--- config.mk ---
export PLATFORM = sky130hd
export DESIGN_NAME = demux32_1_2
export DESIGN_NICKNAME = d
export VERILOG_FILES = /design/src/rtl/demux32_1_2.sv
export SDC_FILE = /design/constraint.sdc
export NUM_CORES = 1
export LEC_CHECK = 0
export BUFFER_PORTS_ARGS = -buffer_cell sky130_fd_sc_hd__buf_2
export CORE_MARGIN = 5
export CORE_UTILIZATION = 54
export DETAILED_ROUTE_END_ITERATION = 6
export PLACE_DENSITY = 0.78
export SYNTH_ARGS = -nofsm -noshare
export SYNTH_HDL_FRONTEND = slang
export SYNTH_SLANG_ARGS = --single-unit
--- constraint.sdc ---
create_clock -name clk -period 4.8 [get_ports clk]
set_clock_uncertainty 0.1 [all_clocks]
set_input_delay 0.48 -clock clk [delete_from_list [all_inputs] [get_ports clk]]
set_output_delay 0.48 -clock clk [all_outputs]
set_load 0.005 [all_outputs]
--- src/rtl/demux32_1_2.sv ---
// ----------------------------------------------------------------------------
// demux32_1_2
//
// Registered 1-to-2 stream demultiplexer. Each input word is steered by `sel`
// into one of two independent output FIFOs (DEPTH entries each). The producer
// only stalls when the FIFO it is currently addressing is full, so a stalled
// consumer never blocks traffic destined for the other consumer.
//
// Parameters:
//   WIDTH  data word width
//   DEPTH  entries per output FIFO (power of two, >= 2)
//
// Ports:
//   clk                  rising-edge clock
//   rst                  synchronous active-high reset (flushes both FIFOs)
//   in_valid/in_ready    input handshake; word taken when both are high
//   in_data              input word
//   sel                  destination: 0 -> out1, 1 -> out2
//   out1_valid/ready     channel 1 handshake (valid = FIFO non-empty)
//   out1_data            channel 1 head word, 0 while empty
//   out2_valid/ready     channel 2 handshake
//   out2_data            channel 2 head word, 0 while empty
//   cnt1, cnt2           16-bit wrapping accepted-word counters
//
// Build option:
//   DEMUX32_CNT_EN       when defined, adds the cnt1/cnt2 ports and counters.
// ----------------------------------------------------------------------------
module demux32_1_2 #(
    parameter int WIDTH = 32,
    parameter int DEPTH = 2
) (
    input  logic             clk,
    input  logic             rst,
    input  logic             in_valid,
    output logic             in_ready,
    input  logic [WIDTH-1:0] in_data,
    input  logic             sel,
    output logic             out1_valid,
    input  logic             out1_ready,
    output logic [WIDTH-1:0] out1_data,
    output logic             out2_valid,
    input  logic             out2_ready,
    output logic [WIDTH-1:0] out2_data
`ifdef DEMUX32_CNT_EN
    ,
    output logic [15:0]      cnt1,
    output logic [15:0]      cnt2
`endif
);

    localparam int             AW         = $clog2(DEPTH);
    localparam logic [AW:0]    COUNT_FULL = (AW + 1)'(DEPTH);

    // Per-channel handshake vectors: index 0 is out1, index 1 is out2.
    logic [1:0]            push;
    logic [1:0]            pop;
    logic [1:0]            full;
    logic [1:0]            not_empty;
    logic [1:0]            out_ready;
    logic [1:0][WIDTH-1:0] head;

    assign out_ready = {out2_ready, out1_ready};

    // Readiness looks only at the addressed FIFO's occupancy, never at the
    // consumer's ready, so a full FIFO does not accept a word even when it is
    // being drained in the same cycle.
    assign in_ready = sel ? !full[1] : !full[0];

    assign push[0] = in_valid && in_ready && !sel;
    assign push[1] = in_valid && in_ready &&  sel;
    assign pop     = not_empty & out_ready;

    for (genvar ch = 0; ch < 2; ch++) begin : g_ch
        logic [AW-1:0]    wr_ptr;
        logic [AW-1:0]    rd_ptr;
        logic [AW:0]      count;
        logic [WIDTH-1:0] mem [DEPTH];

        // NOTE: sequential state is written with non-blocking assignments so
        // every register samples the pre-edge values of its neighbours.
        always_ff @(posedge clk) begin
            if (rst) begin
                wr_ptr <= '0;
                rd_ptr <= '0;
                count  <= '0;
            end else begin
                // Pointers are exactly AW bits wide, so they wrap for free.
                if (push[ch]) wr_ptr <= wr_ptr + 1'b1;
                if (pop[ch])  rd_ptr <= rd_ptr + 1'b1;
                case ({push[ch], pop[ch]})
                    2'b10:   count <= count + 1'b1;
                    2'b01:   count <= count - 1'b1;
                    default: ;  // idle, or push and pop cancel out
                endcase
            end
        end

        // NOTE: storage has no reset; the occupancy count alone decides which
        // entries are meaningful, and a resettable array would cost a reset
        // mux per bit for nothing.
        always_ff @(posedge clk) begin
            if (push[ch] && !rst) mem[wr_ptr] <= in_data;
        end

        assign full[ch]      = (count == COUNT_FULL);
        assign not_empty[ch] = (count != '0);
        assign head[ch]      = not_empty[ch] ? mem[rd_ptr] : '0;
    end

    assign out1_valid = not_empty[0];
    assign out2_valid = not_empty[1];
    assign out1_data  = head[0];
    assign out2_data  = head[1];

`ifdef DEMUX32_CNT_EN
    // Accepted-word counters: count pushes only, wrap at 16 bits.
    always_ff @(posedge clk) begin
        if (rst) begin
            cnt1 <= '0;
            cnt2 <= '0;
        end else begin
            if (push[0]) cnt1 <= cnt1 + 16'd1;
            if (push[1]) cnt2 <= cnt2 + 16'd1;
        end
    end
`else
    // Counter option disabled: no counter registers or ports.
`endif

endmodule

# Yosys cells after proc, flatten, opt, wreduce, memory -nomap -nowiden
# Memories as Yosys holds them, arrays and structs flattened. A register that Yosys moved wholly into a read port is not among the register bits.
# Cells that the tools add are included.
# word_totals
register_bits	8
ram_bits	128
in_bits	38
word_cells	49
memories	2
# mem_list
memory	depth	width	read_ports	rd_ports_with_merged_regs	write_ports	line	source
g_ch[0].mem	2	32	1	1	1	77	logic [WIDTH-1:0] mem [DEPTH];
g_ch[1].mem	2	32	1	1	1	77	
# classes
add_sub_neg	8
n_eq_ne	6
mux	13
n_bitwise	1
reduce_logical	13
# ops
operator	n
32-bit 2-to-1 mux	2
1-bit 2-to-1 mux	9
2-bit == test, second input constant	4
2-bit one-hot mux with 2 select lines	2
2-bit nonzero test	4
1-bit logical AND	5
1-bit adder, second input constant	4
2-bit by 1-bit adder with 2-bit output, second input constant	2
2-bit by 1-bit == test with 1-bit output, second input constant	2
1-bit logical NOT	4
2-bit by 1-bit subtractor with 2-bit output, second input constant	2
2-bit AND	1

# Longest topological paths before layout
# Gate-level depths: netlist of the first run.
# depth
ltp_word	8
ltp_mapped	6
ltp_nobuf	6

# Worst setup path before layout of the first run
# No wires, ideal clock.
# synth_path
path_type	input-to-reg
start	in rst
end	mem g_ch[0].mem[0][0] (enable)
t_arrival_ps	2938
slack_ps	1301
cell_stages	2
n_path_buf	1
path_cell_list	clkbuf_1 -> nor3_1
# synth_between
elab_chain_cells	4
# synth_lines
item	line	source
start: declaration	33	input logic rst,
1-bit logical NOT	102	if (push[ch] && !rst) mem[wr_ptr] <= in_data;
1-bit logical AND	102	
1-bit 2-to-1 mux	102	
1-bit 2-to-1 mux (implied by the code)	102	
end: declaration	77	
# No other way between the ends.

==> impl_metrics.ini, run 1 <==
[clocking]
cts_tree = done
h-tree-depth = 4
clk_path_buf_depth = 2
cts_buffers = 17
cts.repair.resized = 0
holdBufCountCts = 0
clkSinkCount = 138
cts-root-buf = clkbuf_8
clk_pin_slew_ps = 60
post_cts_buffers = 0
insertion_delay_ps = 500

[final_layout]
finish.utilization_pct = 67.7
fillers = 706
final-seq-area_um2 = 4050
drive_gt1_share_pct = 31.7
multi_input_area_um2 = 1170
syn_to_final_growth_pct = 23.5
final_nets = 476
n_antenna_cell = 0

[place]
gp_congestion = 0.678
dpl.hpwl_mm = 6.05
numPortBuffers = 104

[hold_path]
holdPathEnd = g_ch[1].mem[0][29]$_DFFE_PP_
holdPathStages = 1
min_path_type = in -> reg
hp-start = in_data[29]

[sta]
setup_tns_ps = 0
post-route-min-period_ps = 2670
relSlewSlack_pct = 27.3
final_hold_viol_count = 0
slew_violations = 0
finalCritPeriodShare_pct = 55.7
rsz0062_at_grt = no
setup_viol = 0
tightest_slew_ps = 1090
fmax_ghz = 0.374

[synthesis]
yosysWarnings = 0
yosys.area.top_type = edfxtp_1
synth-seq-area-share_pct = 76.6
synth.area.top_cells = edfxtp_1, mux2i_1, nor2_1, dfxtp_1, buf_2
synth_top_area_share_pct = 72.8
ys_ff_latch = 138
syn_area_um2 = 5280
async_flop_share_pct = 0
synth.avg_cell_area_um2 = 16.2
synth_nets = 367
synth_flop_cell = edfxtp_1
synth.distinct_cells = 23
syn-instance-count = 327
synth-edff-count = 128

[detailed_routing]
via_per_inst = 5.01
wl_met2_mm = 5.39
wl_met1_mm = 3.84
ant_nets = 0
top_layer_used = met4
drt_first_pass_iters = 6
wl_per_cell_um = 17.0
drc = 0
vias = 2910
wl_met3_um = 561
drt_wl_total_mm = 9.89
drt_iter0_drc = 124

[global_route]
grt_pass1_vias = 2953
antenna_found_initial = 0
grt_use_total_pct = 17.1
grt_pass1_wl_mm = 14.8
grt_max_degree = 34
grt_overflow_total = 0

[critical_path]
regToRegEndpoint = g_ch[1].mem[0][20]$_DFFE_PP_
crit_type = reg -> out
cp_slowest_cell = dfxtp_2
crit_family = flip-flops
start_kind = register
worst-path-buf-inv = 1
cp_max_fo = 32
r2r_slack_ps = 2660
r2r_start = g_ch[1].count[0]$_SDFFE_PP0P_
worstSetupEndpointType = primary output
r2r_cells = 3
crit_cells = 3
crit_required_ps = 4220
worstPathArrival_ps = 2090
critical_path.cell_chain = mux2i_1 -> nor2_1 -> buf_2
critPathMaxStageDelay_ps = 1050

[pwr]
vdd_drop_max_v = 0.000323
leakage_nw = 2.43
power.density_nw_per_um2 = 561

[die]
die-width_um = 109
core_um2 = 9640
pin_count = 105
rows = 36
start_util_pct = 54.8
die_h_um = 109
dieArea_um2 = 11900

[run_status]
status = complete, no violations

[flow_run]
cap_violations = 0
## power breakdown
group	leakage (nW)	switching, W	total, W	internal, W
Combinational	0.895	0.000445	0.000844	0.000399
Sequential	1.25	0.000142	0.00153	0.00139
Clock	0.286	0.000451	0.00128	0.000833
## worst register-to-register path, stage by stage (launching register included)
cell	delay (ps)
dfxtp_1	470
nand2b_1	200
nand3_1	210
nor2_4	770
## synth_stat cells (2+ instances only)
cell and number:
edfxtp_1 128, nor2_1 76, mux2i_1 64, dfxtp_1 10
buf_2 9, inv_1 6, buf_4 5, o21ai_0 4
xor2_1 4, a21oi_1 2, ha_1 2, nand2b_1 2
nand3_1 2, nor2b_1 2, or3_1 2, xnor2_1 2
## state kept, by name, indices dropped and copies added (netlist names), named ones only
| signal | flops |
|---|---|
| g_ch.count | 4 |
| g_ch.mem | 128 |
| g_ch.rd_ptr | 2 |
| g_ch.wr_ptr | 2 |
## metrics by stage
step | cell area (um2) | instances | setup slack [ps] | total power [W] | hold slack, ps
4_1_cts | 6520 | 581 | 2050 | 0.00370 | 73.2
3_5_place_dp | 5930 | 550 | 2390 | 0.00241 | 392
2_1_floorplan | 5280 | 327 | 1300 | 0.00203 | 337
3_3_place_gp | 5930 | 550 | 2490 | 0.00239 | 391
6_report | 6520 | 581 | 2130 | 0.00366 | 93.3
5_1_grt | 6520 | 581 | 1960 | 0.00386 | 73.0
## cell families after synthesis
group | after synthesis | share of synthesized area [%]
xor gates and xnor gates | 6 | 0.995
and+or+nand+nor | 87 | 6.66
AOI/OAI and AO/OA | 8 | 0.924
muxes | 65 | 12.3
buffers and inverters | 21 | 2.06
DFF | 138 | 76.6
adders and majority gates | 2 | 0.474
## cells in the final DEF, fill, tap and decap left out, types with 3 or more instances in the layout
cell type	instances
inv_1	6
o21ai_0	4
mux2i_1	64
nor2_1	72
bufinv_16	4
dfxtp_1	8
nor2_4	4
clkinv_2	3
clkbuf_16	16
xor2_1	4
clkinv_1	3
edfxtp_1	128
buf_2	104
## how the worst max path moves through the flow
stage	start	endpoint	slack, ps
2_1_floorplan	rst	g_ch[0].mem[0][0]$_DFFE_PP_	1300
3_3_place_gp	rst	g_ch[1].mem[1][24]$_DFFE_PP_	2490
3_5_place_dp	rst	g_ch[1].mem[0][27]$_DFFE_PP_	2390
4_1_cts	register	out1_data[16]	2050
5_1_grt	register	out1_data[16]	1960
6_report	register	out1_data[16]	2130
## per-layer routing
layer | track usage (%) | up-vias
li1 | - | 1411
met3 | 4.74 | 7
met4 | 7.30 | 0
met5 | 0 | -
met2 | 30.0 | 77
met1 | 19.5 | 1415
## layout make-up
type,count,area share [%]
clock buffers,17,6.35
clock inverters,14,2.74
inverters,6,0.345
multi-input cells,168,17.9
flip-flops and latches,138,62.0
well taps,133,2.55
repair buffers,105,8.10
Power figures use the tool's default switching activity.
==> run 2: changes to the inputs <==
Settings changed: ABC_AREA from default to 1, CORE_UTILIZATION 54 to 49, PLACE_DENSITY 0.78 to 0.75.
Clock period 4.8 ns to 2.3 ns, I/O delays scaled along.
==> run 2 against run 1 <==
Against the previous run: global-route usage grew 1.2 points; critical endpoint is now out1_data[15]; area after synthesis about the same; critical path depth rose by 2; synthesized cell count up 28%; via count up 24%; combinational power is 20% higher; largest power group is now the clock network; non-clock buffer count rose by 42; core utilization fell by 2.4 points; sequential share of layout area decreased by 4.1 points.
==> impl_metrics.ini, run 2 <==
[run_status]
status = complete, no violations

[critical_path]
cp_slowest_cell = inv_1
critPathMaxStageDelay_ps = 320
worstPathArrival_ps = 1780
critical_path.cell_chain = inv_1 -> buf_12 -> nand2_1 -> a21oi_1 -> buf_2
worstSetupEndpointType = primary output
regToRegEndpoint = g_ch[0].mem[0][0]$_DFFE_PP_
worst-path-buf-inv = 3
crit_family = buffers and inverters
start_kind = register
r2r_start = g_ch[0].count[0]$_SDFFE_PP0P_
r2r_slack_ps = 220
r2r_cells = 2
crit_required_ps = 1970
cp_max_fo = 21
crit_type = reg -> out

[detailed_routing]
wl_per_cell_um = 15.9
ant_nets = 0
drc = 0
drt_wl_total_mm = 11.4
vias = 3621
drt_iter0_drc = 184
via_per_inst = 5.04
drt_first_pass_iters = 4

[global_route]
antenna_found_initial = 0
grt_use_total_pct = 18.3
grt_overflow_total = 0
grt_pass1_wl_mm = 18.1
grt_use_met3_pct = 4.72
use_met1_pct = 22.2
met2_usage_pct = 31.7
busiest_layer = met2
grt_max_degree = 34
grt_pass1_vias = 3636

[die]
core_um2 = 10700
die_h_um = 114
pin_count = 105
dieArea_um2 = 13000
rows = 38
die-width_um = 114
start_util_pct = 49.4

[synthesis]
ys_ff_latch = 138
syn_area_um2 = 5280
yosysMostFrequentCell = nand2_1
yosys.area.top_type = edfxtp_1
synth_nets = 460
synth.avg_cell_area_um2 = 12.6
synth_flop_cell = edfxtp_1
synth-edff-count = 128
synth.distinct_cells = 16
syn-instance-count = 420
yosysWarnings = 0
async_flop_share_pct = 0
yosys-top-cells-count = nand2_1, edfxtp_1, a21oi_1
synth_top_area_share_pct = 72.7
synth.area.top_cells = edfxtp_1, nand2_1, a21oi_1, dfxtp_1, inv_1
synth-seq-area-share_pct = 76.5

[final_layout]
final_nets = 606
finish.utilization_pct = 65.3
largest-register = g_ch.mem
fillers = 781
drive_gt1_share_pct = 26.1
most-common-layout-cells = nand2_1, edfxtp_1, buf_2, a21oi_1, dlygate4sd3_1
reg_top3 = g_ch.mem x128, g_ch.count x4
largest_reg_flops = 128
n_antenna_cell = 0
mostFrequentLayoutCell = nand2_1
syn_to_final_growth_pct = 32.2

[sta]
finalCritPeriodShare_pct = 91.7
tightest_slew_ps = 1030
final_hold_viol_count = 0
fmax_ghz = 0.474
whs_ps = 45.7
setup_viol = 0
slew_violations = 0
post-route-min-period_ps = 2110
relSlewSlack_pct = 31.5
rsz0062_at_grt = no

[hold_path]
holdPathStages = 4
holdPathEnd = g_ch[1].wr_ptr$_SDFFE_PP0P_
min_path_type = in -> reg
hp-start = rst

[clocking]
cts_buffers = 17
h-tree-depth = 4
insertion_delay_ps = 510
clkSinkCount = 138
cts-root-buf = clkbuf_8
cts_tree = done
cts.repair.resized = 0
post_cts_buffers = 0
clk_path_buf_depth = 2
clk_pin_slew_ps = 60

[pwr]
power.density_nw_per_um2 = 983
finalPower_w = 0.00687
leakage_nw = 2.81
vdd_drop_max_v = 0.000590

[flow_run]
cap_violations = 0

[place]
numPortBuffers = 104
dpl.hpwl_mm = 7.05
gp_congestion = 0.818
==> run 2: worst reg2reg max path, cell delays in order, from the launching register on <==
cell and delay [ps]:
dfxtp_1 450, o211ai_1 320, nor2_4 830
==> run 2: worst max-delay path by stage <==
stage	depth (start not counted)	slack, ps	endpoint	start
floorplan	2	-100	g_ch[1].mem[1][0]$_DFFE_PP_	g_ch[1].count[0]$_SDFFE_PP0P_
global placement	2	280	g_ch[0].mem[0][14]$_DFFE_PP_	g_ch[0].count[0]$_SDFFE_PP0P_
detailed placement	2	200	g_ch[0].mem[0][13]$_DFFE_PP_	g_ch[0].count[0]$_SDFFE_PP0P_
CTS	5	170	out1_data[15]	register
global route	5	50	out1_data[15]	register
finish	5	190	out1_data[15]	register
==> run 2: power by group <==
group	internal [W]	switching (W)	total, W
clock network	0.00199	0.000990	0.00298
logic	0.000377	0.000633	0.00101
registers	0.00284	0.0000397	0.00288
==> run 2: through the flow <==
step	TNS (ps)	instance area [um2]	instances	worst slack [ps]
after floorplan	-3060	5310	420	-95.7
after global placement	0	6010	655	280
after detailed placement	0	6010	655	200
after CTS	0	6990	718	169
after global routing	0	6990	718	49.5
final	0	6990	718	190
==> run 2: timing repair <==
action	CTS	global route
hold buffers	32	0
hold endpoints to repair	128	0
endpoints found under the setup margin	0	0
==> run 2: kinds of logic (layout without fill, tap and decap cells) <==
group | after synthesis | count (layout) | share of synthesized area [%]
AOI/OAI and AO/OA | 76 | 76 | 7.34
adders and majority gates | 2 | 2 | 0.474
buffers and inverters | 39 | 197 | 3.74
DFF | 138 | 138 | 76.5
and+or+nand+nor | 165 | 165 | 11.9
==> run 2: per-layer routing <==
layer  part of all wire [%]  vias to the layer above
li1                       -                     1749
met1                     41                     1731
met2                     51                      126
met3                    6.7                       15
met4                    1.3                        0
met5                      0                        -
==> run 2: layout make-up <==
| class | instances | area (um2) | area share [%] |
|---|---|---|---|
| clock inverters | 13 | 239 | 3.42 |
| flip-flops and latches | 138 | 4040 | 57.9 |
| inverters | 19 | 71.3 | 1.02 |
| clock buffers | 18 | 418 | 5.98 |
| repair buffers | 147 | 948 | 13.6 |
| well taps | 140 | 175 | 2.51 |
| multi-input cells | 243 | 1090 | 15.6 |
